--- src/rtl/tick_rr_sched.sv ---
// tick_rr_sched: round-robin scheduler for the shared slow tick from clk_div.
// Each clk_en pulse produces at most one single-cycle grant to one of NREQ
// requesters, so several slow consumers can share one divider. Per-requester
// wait counters saturate to flag starvation for debug.
//
// Ports:
//   clk          system clock
//   rst          synchronous reset, active-high
//   clk_en       one-cycle tick from clk_div
//   req          level request per requester, held until granted
//   grant        one-hot grant pulse, registered, one cycle after the tick
//   grant_valid  |grant
//   grant_id     index of the last granted requester (holds between grants)
//   busy         registered |req
//   starve       wait counter of requester i is saturated
module tick_rr_sched #(
   parameter int unsigned NREQ   = 4,
   parameter int unsigned WAIT_W = 4,
   localparam int unsigned IDW   = (NREQ > 1) ? $clog2(NREQ) : 1
) (
   input  logic            clk,
   input  logic            rst,
   input  logic            clk_en,
   input  logic [NREQ-1:0] req,
   output logic [NREQ-1:0] grant,
   output logic            grant_valid,
   output logic [IDW-1:0]  grant_id,
   output logic            busy,
   output logic [NREQ-1:0] starve
);

   logic [IDW-1:0]    ptr_q, ptr_d;
   logic [NREQ-1:0]   grant_q, grant_d;
   logic [IDW-1:0]    grant_id_q, grant_id_d;
   logic              busy_q;
   logic [WAIT_W-1:0] wait_q [NREQ];
   logic [WAIT_W-1:0] wait_d [NREQ];

   logic              win_found;
   logic [IDW-1:0]    win_idx;
   logic [IDW:0]      scan_idx;

   // Scan ptr, ptr+1, ... wrapping at NREQ; first set request wins.
   always_comb begin
      win_found = 1'b0;
      win_idx   = '0;
      scan_idx  = '0;
      for (int unsigned k = 0; k < NREQ; k++) begin
         scan_idx = {1'b0, ptr_q} + (IDW+1)'(k);
         if (scan_idx >= (IDW+1)'(NREQ)) begin
            scan_idx = scan_idx - (IDW+1)'(NREQ);
         end
         if (!win_found && req[scan_idx[IDW-1:0]]) begin
            win_found = 1'b1;
            win_idx   = scan_idx[IDW-1:0];
         end
      end
   end

   always_comb begin
      ptr_d      = ptr_q;
      grant_d    = '0;
      grant_id_d = grant_id_q;
      if (clk_en && win_found) begin
         grant_d[win_idx] = 1'b1;
         grant_id_d       = win_idx;
         if (win_idx == IDW'(NREQ - 1)) begin
            ptr_d = '0;
         end else begin
            ptr_d = win_idx + IDW'(1);
         end
      end
   end

   // Wait counters only move on ticks; a tick with the requester idle or
   // winning clears it, otherwise it counts up and sticks at all-ones.
   always_comb begin
      starve = '0;
      for (int unsigned i = 0; i < NREQ; i++) begin
         wait_d[i] = wait_q[i];
         starve[i] = &wait_q[i];
         if (clk_en) begin
            if (!req[i] || (win_found && win_idx == IDW'(i))) begin
               wait_d[i] = '0;
            end else if (!(&wait_q[i])) begin
               wait_d[i] = wait_q[i] + WAIT_W'(1);
            end
         end
      end
   end

   always_ff @(posedge clk) begin
      if (rst) begin
         ptr_q      <= '0;
         grant_q    <= '0;
         grant_id_q <= '0;
         busy_q     <= 1'b0;
         for (int unsigned i = 0; i < NREQ; i++) begin
            wait_q[i] <= '0;
         end
      end else begin
         ptr_q      <= ptr_d;
         grant_q    <= grant_d;
         grant_id_q <= grant_id_d;
         busy_q     <= |req;
         for (int unsigned i = 0; i < NREQ; i++) begin
            wait_q[i] <= wait_d[i];
         end
      end
   end

   assign grant       = grant_q;
   assign grant_valid = |grant_q;
   assign grant_id    = grant_id_q;
   assign busy        = busy_q;

endmodule

--- config.mk ---
export PLATFORM = sky130hd
export DESIGN_NAME = tick_rr_sched
export DESIGN_NICKNAME = d
export VERILOG_FILES = /design/src/rtl/tick_rr_sched.sv
export SDC_FILE = /design/constraint.sdc
export NUM_CORES = 1
export LEC_CHECK = 0
export CAP_MARGIN = 20
export CORE_ASPECT_RATIO = 1.4
export CORE_MARGIN = 3
export CORE_UTILIZATION = 47
export DETAILED_ROUTE_END_ITERATION = 7
export MAX_ROUTING_LAYER = met4
export PLACE_DENSITY = 0.73
export SYNTH_ARGS = -nofsm -noshare
export SYNTH_HDL_FRONTEND = slang
export SYNTH_SLANG_ARGS = --single-unit
export TNS_END_PERCENT = 50
--- constraint.sdc ---
create_clock -name clk -period 1.72 [get_ports clk]
set_clock_uncertainty 0.1 [all_clocks]
set_input_delay 0.258 -clock clk [delete_from_list [all_inputs] [get_ports clk]]
set_output_delay 0.258 -clock clk [all_outputs]
set_load 0.01 [all_outputs]
==> report_table.html, run 1 <==
<table>
<tr><th>Metric</th><th>Value</th></tr>
<tr><th colspan="2">Outcome</th></tr>
<tr><td>Result of the run</td><td>complete, but fails checks</td></tr>
<tr><td>Violations in the final reports</td><td>setup timing</td></tr>
<tr><th colspan="2">Setup path</th></tr>
<tr><td>CP top delay family</td><td>compound AO/OA/AOI/OAI gates</td></tr>
<tr><td>Number of cell instances on the worst register-to-register path</td><td>9</td></tr>
<tr><td>Sum of buffers and inverters on the critical path</td><td>1</td></tr>
<tr><td>Critical path type</td><td>reg2reg</td></tr>
<tr><td>Slack of the worst reg-to-reg path</td><td>-0.08 ns</td></tr>
<tr><td>Endpoint required time on the critical path</td><td>1.89 ns</td></tr>
<tr><td>Worst-path maximum fanout</td><td>4</td></tr>
<tr><td>Endpoint of the worst-slack reg-to-reg timing path</td><td>wait_q[0][0]$_SDFFE_PP0P_</td></tr>
<tr><td>Cell-by-cell trace of the critical path</td><td>a21o_1, a21oi_4, o22ai_2, buf_4, ha_4, nor2b_4, and3_4, mux2i_1, nor2_1</td></tr>
<tr><td>Source of the worst register-to-register timing path</td><td>ptr_q[1]$_SDFFE_PP0N_</td></tr>
<tr><td>CP Data Arrival Time</td><td>between 1.5 and 2 ns</td></tr>
<tr><td>Crit path capture type</td><td>register</td></tr>
<tr><td>Highest cell delay on the worst timing path</td><td>around 0.35 ns</td></tr>
<tr><td>Critical path's slowest cell</td><td>sky130_fd_sc_hd__dfxtp_2</td></tr>
<tr><td>Startpoint class of the critical path</td><td>register</td></tr>
<tr><th colspan="2">Drt</th></tr>
<tr><td>Final wirelength</td><td>3180 um</td></tr>
<tr><td>Iteration-0 DRC count of the detailed router</td><td>38</td></tr>
<tr><td>Post-route DRC violation count</td><td>0</td></tr>
<tr><td>Routed WL per cell</td><td>about 14 um</td></tr>
<tr><td>Number of vias per cell</td><td>5.54</td></tr>
<tr><td>Routed via count</td><td>approximately 1,200</td></tr>
<tr><td>Post-route antenna net violation count</td><td>0</td></tr>
<tr><td>Drt pass-1 iters</td><td>4</td></tr>
<tr><th colspan="2">GRT</th></tr>
<tr><td>Wire length of the first global-routing pass</td><td>about 5400 um</td></tr>
<tr><td>Largest net degree at the start of global routing</td><td>23</td></tr>
<tr><td>Global-route congestion overflow total</td><td>0</td></tr>
<tr><td>Global-route usage over all layers</td><td>approximately 22%</td></tr>
<tr><td>Number of antenna violations at the first check in global routing</td><td>0</td></tr>
<tr><td>Via count of the first global-routing pass</td><td>roughly 1,300</td></tr>
<tr><th colspan="2">Logic synthesis</th></tr>
<tr><td>Number of enable-type register cells in the synthesized netlist</td><td>0</td></tr>
<tr><td>Number of nets produced by synthesis</td><td>156</td></tr>
<tr><td>Most frequent cells after synthesis</td><td>sky130_fd_sc_hd__dfxtp_1 (25), sky130_fd_sc_hd__nor2_1 (11), sky130_fd_sc_hd__and3_1 (9), sky130_fd_sc_hd__inv_1 (9)</td></tr>
<tr><td>Cells after Synth</td><td>about 140</td></tr>
<tr><td>Dominant cells by area after synthesis</td><td>sky130_fd_sc_hd__dfxtp_1 (40%), sky130_fd_sc_hd__ha_1 (7.9%), sky130_fd_sc_hd__a211oi_1 (4.8%), sky130_fd_sc_hd__and3_1 (4.5%), sky130_fd_sc_hd__mux2i_1 (4.0%)</td></tr>
<tr><td>Most area-hungry cell type in the Yosys netlist</td><td>sky130_fd_sc_hd__dfxtp_1</td></tr>
<tr><td>Synthesized area per cell</td><td>8.94 um^2</td></tr>
<tr><td>Number of register bits inferred by synthesis</td><td>25</td></tr>
<tr><td>Synth Cell Area</td><td>between 0.001 and 0.0015 mm^2</td></tr>
<tr><td>Number of distinct library cell variants in the gate-level netlist after synthesis</td><td>31</td></tr>
<tr><td>Sequential-to-total area share from yosys stat</td><td>39.7%</td></tr>
<tr><td>Predominant post-synthesis flop cell</td><td>sky130_fd_sc_hd__dfxtp_1</td></tr>
<tr><td>Yosys synthesis warning count</td><td>0</td></tr>
<tr><td>Async S/R FF share, synth</td><td>0%</td></tr>
<tr><td>Most frequently used cell type in the post-synthesis netlist</td><td>sky130_fd_sc_hd__dfxtp_1</td></tr>
<tr><td>Synth top area share</td><td>between 30% and 40%</td></tr>
<tr><th colspan="2">Hold path</th></tr>
<tr><td>Worst Hold Depth</td><td>2</td></tr>
<tr><td>Worst min-delay path startpoint</td><td>grant_id[1]$_SDFFE_PP0N_</td></tr>
<tr><td>Type of the worst min-delay path</td><td>reg2reg</td></tr>
<tr><td>Hold worst-path end</td><td>grant_id[1]$_SDFFE_PP0N_</td></tr>
<tr><th colspan="2">Place</th></tr>
<tr><td>Standard cell area after detailed placement</td><td>0.00168 mm^2</td></tr>
<tr><td>Detailed-placement wirelength estimate</td><td>2140 um</td></tr>
<tr><td>Number of port buffers</td><td>18</td></tr>
<tr><td>Final GP Congestion</td><td>0.871</td></tr>
<tr><td>Post-place setup slack</td><td>-0.722 ns</td></tr>
<tr><th colspan="2">Clocking</th></tr>
<tr><td>Total clock buffers created by CTS</td><td>3</td></tr>
<tr><td>Number of H-tree branching levels</td><td>1</td></tr>
<tr><td>Number of hold buffers added after CTS</td><td>0</td></tr>
<tr><td>CTS tree</td><td>done</td></tr>
<tr><td>CTS clk-pin slew, worst paths</td><td>0.13 ns</td></tr>
<tr><td>Sinks on the clock net</td><td>25</td></tr>
<tr><td>Clock root buffer</td><td>sky130_fd_sc_hd__clkbuf_4</td></tr>
<tr><td>Clock Latency Late Sink</td><td>between 0.3 and 0.4 ns</td></tr>
<tr><td>Maximum count of clock buffers along a single path</td><td>2</td></tr>
<tr><th colspan="2">Finish</th></tr>
<tr><td>Antenna fix cells</td><td>0</td></tr>
<tr><td>Final Instance Area</td><td>0.00189 mm^2</td></tr>
<tr><td>Area growth from synthesis to layout</td><td>50.1%</td></tr>
<tr><td>Nets@finish</td><td>206</td></tr>
<tr><td>Layout cell share with drive strength beyond 1</td><td>between 30% and 40%</td></tr>
<tr><td>Finished Core Util</td><td>between 70 and 80%</td></tr>
<tr><td>Number of fill cells in the layout</td><td>~180</td></tr>
<tr><th colspan="2">Timing</th></tr>
<tr><td>Number of hold violations in the final report</td><td>0</td></tr>
<tr><td>Tightest slew margin relative to the limit</td><td>about four fifths</td></tr>
<tr><td>Setup-failing EPs final</td><td>12</td></tr>
<tr><td>RSZ-0062 raised after global routing</td><td>yes</td></tr>
<tr><td>Clock period minus worst slack</td><td>1.80 ns</td></tr>
<tr><td>Fmax</td><td>between 500 and 600 MHz</td></tr>
<tr><td>Final Max Tran Viols</td><td>0</td></tr>
<tr><td>Actual transition at the worst max-transition pin</td><td>a little over 0.3 ns</td></tr>
<tr><td>Worst path setup slack after routing</td><td>-0.0828 ns</td></tr>
<tr><td>Final-layout worst hold slack</td><td>0.387 ns</td></tr>
<tr><td>Tcrit/Tclk final</td><td>105%</td></tr>
<tr><th colspan="2">Floorplan</th></tr>
<tr><td>Initial core utilization</td><td>51.1%</td></tr>
<tr><td>Vertical die dimension</td><td>a little under 70 um</td></tr>
<tr><td>Die area</td><td>0.00335 mm^2</td></tr>
<tr><td>Die extent in x</td><td>~50 um</td></tr>
<tr><td># IOs</td><td>19</td></tr>
<tr><td>Row count</td><td>21</td></tr>
<tr><td>Area of the core region</td><td>between 0.002 and 0.0025 mm^2</td></tr>
<tr><th colspan="2">Power and ir drop</th></tr>
<tr><td>Leak</td><td>around 0.8 nW</td></tr>
<tr><td>Worst vdd ir</td><td>~0.63 mV</td></tr>
<tr><td>Total power after layout</td><td>approximately 0.0013 W</td></tr>
<tr><td>P per Cell Area</td><td>around 670 mW/mm^2</td></tr>
<tr><th colspan="2">Run</th></tr>
<tr><td>Number of max-cap violations</td><td>0</td></tr>
</table>
[worst max-delay path by stage]
| stage | startpoint | end | slack (ns) | depth (start not counted) |
|---|---|---|---|---|
| CTS | ptr_q[0]$_SDFFE_PP0N_ | wait_q[3][1]$_SDFFE_PP0P_ | -0.11 | 9 |
| detailed placement | req[3] | wait_q[2][3]$_SDFFE_PP0P_ | -0.72 | 8 |
| floorplan | ptr_q[0]$_SDFFE_PP0N_ | wait_q[0][2]$_SDFFE_PP0P_ | -0.005 | 7 |
| global placement | req[3] | wait_q[2][3]$_SDFFE_PP0P_ | -0.58 | 8 |
| global route | ptr_q[0]$_SDFFE_PP0N_ | wait_q[0][1]$_SDFFE_PP0P_ | -0.19 | 9 |
| finish | ptr_q[1]$_SDFFE_PP0N_ | wait_q[0][0]$_SDFFE_PP0P_ | -0.08 | 9 |
[through the flow]
step           TNS, ns  instances
3_5_place_dp    -11.05        214
6_report        -0.361        224
3_3_place_gp     -9.61        214
2_1_floorplan  -0.0292        141
5_1_grt          -1.89        224
4_1_cts         -0.387        224
[state kept, by name, summed over array words and instances, names as in the netlist]
| name | count |
|---|---|
| busy | 1 |
| wait_q | 16 |
| grant | 4 |
| ptr_q | 2 |
| grant_id | 2 |
[report_power, final]
part / internal, W / leakage, nW / switching (W)
Combinational: 0.000194 / 0.575 / 0.000180
Clock: 0.0000910 / 0.0150 / 0.000179
Sequential: 0.000605 / 0.208 / 0.0000153
[cell usage in the layout (no fill, tap or decap), types with 2 or more instances in the layout]
cell | netlist | routed
sky130_fd_sc_hd__ha_2 | 0 | 2
sky130_fd_sc_hd__clkbuf_4 | 0 | 3
sky130_fd_sc_hd__nor2_1 | 11 | 11
sky130_fd_sc_hd__buf_4 | 0 | 31
sky130_fd_sc_hd__inv_2 | 0 | 2
sky130_fd_sc_hd__ha_1 | 8 | 3
sky130_fd_sc_hd__a21oi_4 | 0 | 2
sky130_fd_sc_hd__mux2i_1 | 5 | 5
sky130_fd_sc_hd__dfxtp_1 | 25 | 15
sky130_fd_sc_hd__nand3_1 | 8 | 7
sky130_fd_sc_hd__o21ai_1 | 0 | 3
sky130_fd_sc_hd__nor2b_4 | 0 | 3
sky130_fd_sc_hd__a211oi_1 | 8 | 7
sky130_fd_sc_hd__and3_4 | 0 | 2
sky130_fd_sc_hd__o22ai_2 | 0 | 2
sky130_fd_sc_hd__dfxtp_2 | 0 | 9
sky130_fd_sc_hd__ha_4 | 0 | 3
sky130_fd_sc_hd__dlygate4sd2_1 | 0 | 4
sky130_fd_sc_hd__o31ai_4 | 0 | 2
sky130_fd_sc_hd__a41oi_1 | 3 | 3
sky130_fd_sc_hd__a22oi_1 | 4 | 3
sky130_fd_sc_hd__and3_1 | 9 | 7
sky130_fd_sc_hd__a21oi_1 | 7 | 6
sky130_fd_sc_hd__nand2_1 | 5 | 5
sky130_fd_sc_hd__clkbuf_2 | 0 | 2
sky130_fd_sc_hd__inv_1 | 9 | 7
sky130_fd_sc_hd__nand2b_1 | 5 | 4
sky130_fd_sc_hd__clkdlybuf4s50_1 | 0 | 9
sky130_fd_sc_hd__clkdlybuf4s15_1 | 0 | 2
sky130_fd_sc_hd__o21ai_0 | 8 | 5
[layout make-up]
type                    instances  area [um^2]  area share [%]
multi-input cells             102          865            45.7
flip-flops and latches         25          515            27.2
repair buffers                 50          410            21.7
well taps                      34         42.5            2.25
inverters                       9         33.8            1.78
clock buffers                   4         26.3            1.39
[timing repair]
item | CTS | global route
gates resized for setup | 43 | 17
setup endpoints to repair | 21 | 21
gates cloned | 0 | 0
buffers inserted | 6 | 0
pin swaps | 9 | 9
[metal layers]
layer,track usage (%),vias up,routed length [um]
met2,38.9,47,1640
met1,22.5,575,1300
met4,12.1,0,64
li1,-,611,-
met3,3.75,7,168
met5,-,-,0
[kinds of logic (layout without fill, tap and decap cells)]
kind of cell	after synthesis	in the layout	share of synthesized area, %
adder cells (fa/ha/maj)	8	8	7.94
flip-flops	25	25	39.7
buffers and inverters	14	63	4.36
AO/OA/AOI/OAI	41	41	23.6
multiplexers	5	5	3.97
AND/OR/NAND/NOR	48	48	20.4
[tightest hold or removal path, delay by kind of cell, from the launching register on]
family          cells  cell delay [ns]
flops               1             0.34
compound gates      1             0.06
simple gates        1             0.06
Note: power is estimated with default switching activity, not from simulation.
==> run 2, diff against run 1 <==
CTS_BUF_LIST = sky130_fd_sc_hd__clkbuf_16   (was not set)
SLEW_MARGIN = 40   (was not set)
==> report_table.html, run 2 (synthesized netlist as in run 1, its figures left out) <==
<table>
<tr><th>Metric</th><th>Value</th></tr>
<tr><th colspan="2">Outcome</th></tr>
<tr><td>Result of the run</td><td>complete, but fails checks</td></tr>
<tr><td>Violations in the final reports</td><td>setup timing</td></tr>
<tr><th colspan="2">Floorplan</th></tr>
<tr><td>Row count</td><td>21</td></tr>
<tr><td>Die area</td><td>around 0.0033 mm^2</td></tr>
<tr><td>Vertical die dimension</td><td>a little under 70 um</td></tr>
<tr><td>Initial core utilization</td><td>slightly above 50%</td></tr>
<tr><td>Die extent in x</td><td>about 50 um</td></tr>
<tr><td># IOs</td><td>19</td></tr>
<tr><td>Area of the core region</td><td>0.00247 mm^2</td></tr>
<tr><th colspan="2">Place</th></tr>
<tr><td>Final GP Congestion</td><td>between 0.8 and 0.9</td></tr>
<tr><td>Post-placement cell count</td><td>214</td></tr>
<tr><td>Post-place setup slack</td><td>-0.722 ns</td></tr>
<tr><td>Detailed-placement wirelength estimate</td><td>approximately 2100 um</td></tr>
<tr><td>Number of port buffers</td><td>18</td></tr>
<tr><th colspan="2">Hold path</th></tr>
<tr><td>Worst Hold Depth</td><td>2</td></tr>
<tr><td>Hold worst-path end</td><td>grant_id[1]$_SDFFE_PP0N_</td></tr>
<tr><td>Type of the worst min-delay path</td><td>reg2reg</td></tr>
<tr><td>Worst min-delay path startpoint</td><td>grant_id[1]$_SDFFE_PP0N_</td></tr>
<tr><th colspan="2">GRT</th></tr>
<tr><td>Wire length of the first global-routing pass</td><td>roughly 5400 um</td></tr>
<tr><td>Largest net degree at the start of global routing</td><td>23</td></tr>
<tr><td>Via count of the first global-routing pass</td><td>roughly 1,300</td></tr>
<tr><td>Number of antenna violations at the first check in global routing</td><td>0</td></tr>
<tr><td>Global-route usage over all layers</td><td>a little over a fifth</td></tr>
<tr><td>Global-route congestion overflow total</td><td>0</td></tr>
<tr><th colspan="2">Setup path</th></tr>
<tr><td>Worst setup startpoint</td><td>req[3]</td></tr>
<tr><td>Number of cell instances on the worst register-to-register path</td><td>7</td></tr>
<tr><td>Slack of the worst reg-to-reg path</td><td>-0.07 ns</td></tr>
<tr><td>Critical path's slowest cell</td><td>sky130_fd_sc_hd__dlygate4sd2_1</td></tr>
<tr><td>Source of the worst register-to-register timing path</td><td>ptr_q[1]$_SDFFE_PP0N_</td></tr>
<tr><td>Critical path type</td><td>in2reg</td></tr>
<tr><td>Crit path capture type</td><td>register</td></tr>
<tr><td>Worst-path maximum fanout</td><td>4</td></tr>
<tr><td>Startpoint class of the critical path</td><td>input port</td></tr>
<tr><td>CP Data Arrival Time</td><td>1.85 ns</td></tr>
<tr><td>Highest cell delay on the worst timing path</td><td>0.35 ns</td></tr>
<tr><td>Endpoint of the worst-slack reg-to-reg timing path</td><td>wait_q[0][3]$_SDFFE_PP0P_</td></tr>
<tr><td>Endpoint required time on the critical path</td><td>around 1.8 ns</td></tr>
<tr><td>Cell-by-cell trace of the critical path</td><td>dlygate4sd2_1, o22ai_2, a211oi_4, inv_2, ha_4, nor2b_4, o21ai_1, a211oi_1</td></tr>
<tr><th colspan="2">Drt</th></tr>
<tr><td>Post-route DRC violation count</td><td>0</td></tr>
<tr><td>Iteration-0 DRC count of the detailed router</td><td>35</td></tr>
<tr><td>Number of vias per cell</td><td>~6</td></tr>
<tr><td>Routed WL per cell</td><td>~15 um</td></tr>
<tr><td>Routed via count</td><td>roughly 1,300</td></tr>
<tr><td>Final wirelength</td><td>roughly 3400 um</td></tr>
<tr><td>Drt pass-1 iters</td><td>5</td></tr>
<tr><td>Post-route antenna net violation count</td><td>0</td></tr>
<tr><th colspan="2">Finish</th></tr>
<tr><td>Most flops, register</td><td>wait_q</td></tr>
<tr><td>Number of flip-flops in the largest register</td><td>16</td></tr>
<tr><td>Layout cell share with drive strength beyond 1</td><td>roughly 37%</td></tr>
<tr><td>Nets@finish</td><td>roughly 200</td></tr>
<tr><td>Post-route non-filler standard cell count</td><td>around 220</td></tr>
<tr><td>Antenna fix cells</td><td>0</td></tr>
<tr><td>Area growth from synthesis to layout</td><td>54.4%</td></tr>
<tr><td>Leading cell types in the layout, fill and taps excluded</td><td>sky130_fd_sc_hd__buf_4 (29), sky130_fd_sc_hd__dfxtp_1 (19), sky130_fd_sc_hd__nor2_1 (11)</td></tr>
<tr><td>Most common library cell in the layout ignoring fill and taps</td><td>sky130_fd_sc_hd__buf_4</td></tr>
<tr><th colspan="2">Power and ir drop</th></tr>
<tr><td>Share of power burned in combinational logic</td><td>about a quarter</td></tr>
<tr><td>Net switching component of the power</td><td>~0.0004 W</td></tr>
<tr><td>Internal</td><td>between 0.001 and 0.0015 W</td></tr>
<tr><td>Leak</td><td>around 0.85 nW</td></tr>
<tr><td>Seq pwr share</td><td>between 40% and 50%</td></tr>
<tr><td>Total power after layout</td><td>about 0.0015 W</td></tr>
<tr><td>P per Cell Area</td><td>778 mW/mm^2</td></tr>
<tr><td>Clock power frac</td><td>about a third</td></tr>
<tr><td>Switch share</td><td>between 20% and 30%</td></tr>
<tr><td>Worst vdd ir</td><td>about 0.57 mV</td></tr>
<tr><th colspan="2">Timing</th></tr>
<tr><td>Actual transition at the worst max-transition pin</td><td>0.319 ns</td></tr>
<tr><td>Tightest slew margin relative to the limit</td><td>78.6%</td></tr>
<tr><td>Number of hold violations in the final report</td><td>0</td></tr>
<tr><td>Final Max Tran Viols</td><td>0</td></tr>
<tr><td>Fmax</td><td>558 MHz</td></tr>
<tr><td>Tcrit/Tclk final</td><td>104%</td></tr>
<tr><td>Setup-failing EPs final</td><td>13</td></tr>
<tr><td>RSZ-0062 raised after global routing</td><td>yes</td></tr>
<tr><td>Clock period minus worst slack</td><td>about 1.8 ns</td></tr>
<tr><td>Worst path setup slack after routing</td><td>-0.0733 ns</td></tr>
<tr><th colspan="2">Clocking</th></tr>
<tr><td>CTS tree</td><td>done</td></tr>
<tr><td>Sinks on the clock net</td><td>25</td></tr>
<tr><td>Maximum count of clock buffers along a single path</td><td>2</td></tr>
<tr><td>Number of hold buffers added after CTS</td><td>0</td></tr>
<tr><td>Total clock buffers created by CTS</td><td>3</td></tr>
<tr><td>Number of H-tree branching levels</td><td>1</td></tr>
<tr><td>Clock root buffer</td><td>sky130_fd_sc_hd__clkbuf_16</td></tr>
<tr><td>Clock Latency Late Sink</td><td>0.25 ns</td></tr>
<tr><td>CTS clk-pin slew, worst paths</td><td>approximately 0.06 ns</td></tr>
<tr><th colspan="2">Run</th></tr>
<tr><td>Number of max-cap violations</td><td>0</td></tr>
</table>
## run 2: layout make-up
class                      instances  area [um^2]
timing repair buffer              48          409
sequential                        25          510
tap                               34         42.5
inverter                           9         33.8
multi-input combinational        102          872
fill                             170          523
clock buffer                       3         75.1
clock inverter                     1         3.75
## run 2: through the flow
step           TNS, ns  util [%]  instance area [um^2]  hold WS [ns]
3_3_place_gp     -9.61      67.8                  1680         0.362
3_5_place_dp    -11.05      67.8                  1680         0.369
2_1_floorplan  -0.0292         -                  1280         0.261
5_1_grt          -1.89      78.8                  1950         0.395
4_1_cts         -0.446      75.2                  1860         0.380
6_report        -0.542      78.8                  1950         0.376
## run 2: power groups by stage
stage	clock network (W)	registers, W	logic (W)
final	0.000506	0.000621	0.000387
after global routing	0.000532	0.000625	0.000412
after CTS	0.000510	0.000619	0.000336
after detailed placement	0	0.000631	0.000284
after global placement	0	0.000629	0.000274
after floorplan	0	0.000640	0.000142
## run 2: worst max-delay path: cells and delay by family
kind | cells | cell delay (ns)
and+or+nand+nor | 1 | 0.13
buffers and inverters | 2 | 0.47
AOI/OAI and AO/OA | 4 | 0.80
adders and majority gates | 1 | 0.20
## run 2: how the worst max path moves through the flow
stage / end / cells past startpoint
2_1_floorplan: wait_q[0][2]$_SDFFE_PP0P_ / 7
3_3_place_gp: wait_q[2][3]$_SDFFE_PP0P_ / 8
6_report: wait_q[0][3]$_SDFFE_PP0P_ / 8
3_5_place_dp: wait_q[2][3]$_SDFFE_PP0P_ / 8
4_1_cts: starve[0] / 4
5_1_grt: wait_q[0][0]$_SDFFE_PP0P_ / 9
## run 2: repair_timing
action | in CTS | in global routing
resized for setup | 34 | 23
endpoints found under the hold margin | 0 | 0
pin swaps | 9 | 11
endpoints found under the setup margin | 23 | 20
setup buffers | 2 | 2
## run 2: metal layers
layer / vias to the layer above / share of wire (%) / wire length [um] / GRT usage, %
li1: 611 / - / - / -
met1: 615 / 42 / 1440 / 23.6
met2: 52 / 50 / 1720 / 36.9
met3: 16 / 4.8 / 163 / 3.09
met4: 0 / 2.7 / 91 / 11.4
met5: - / 0 / 0 / -
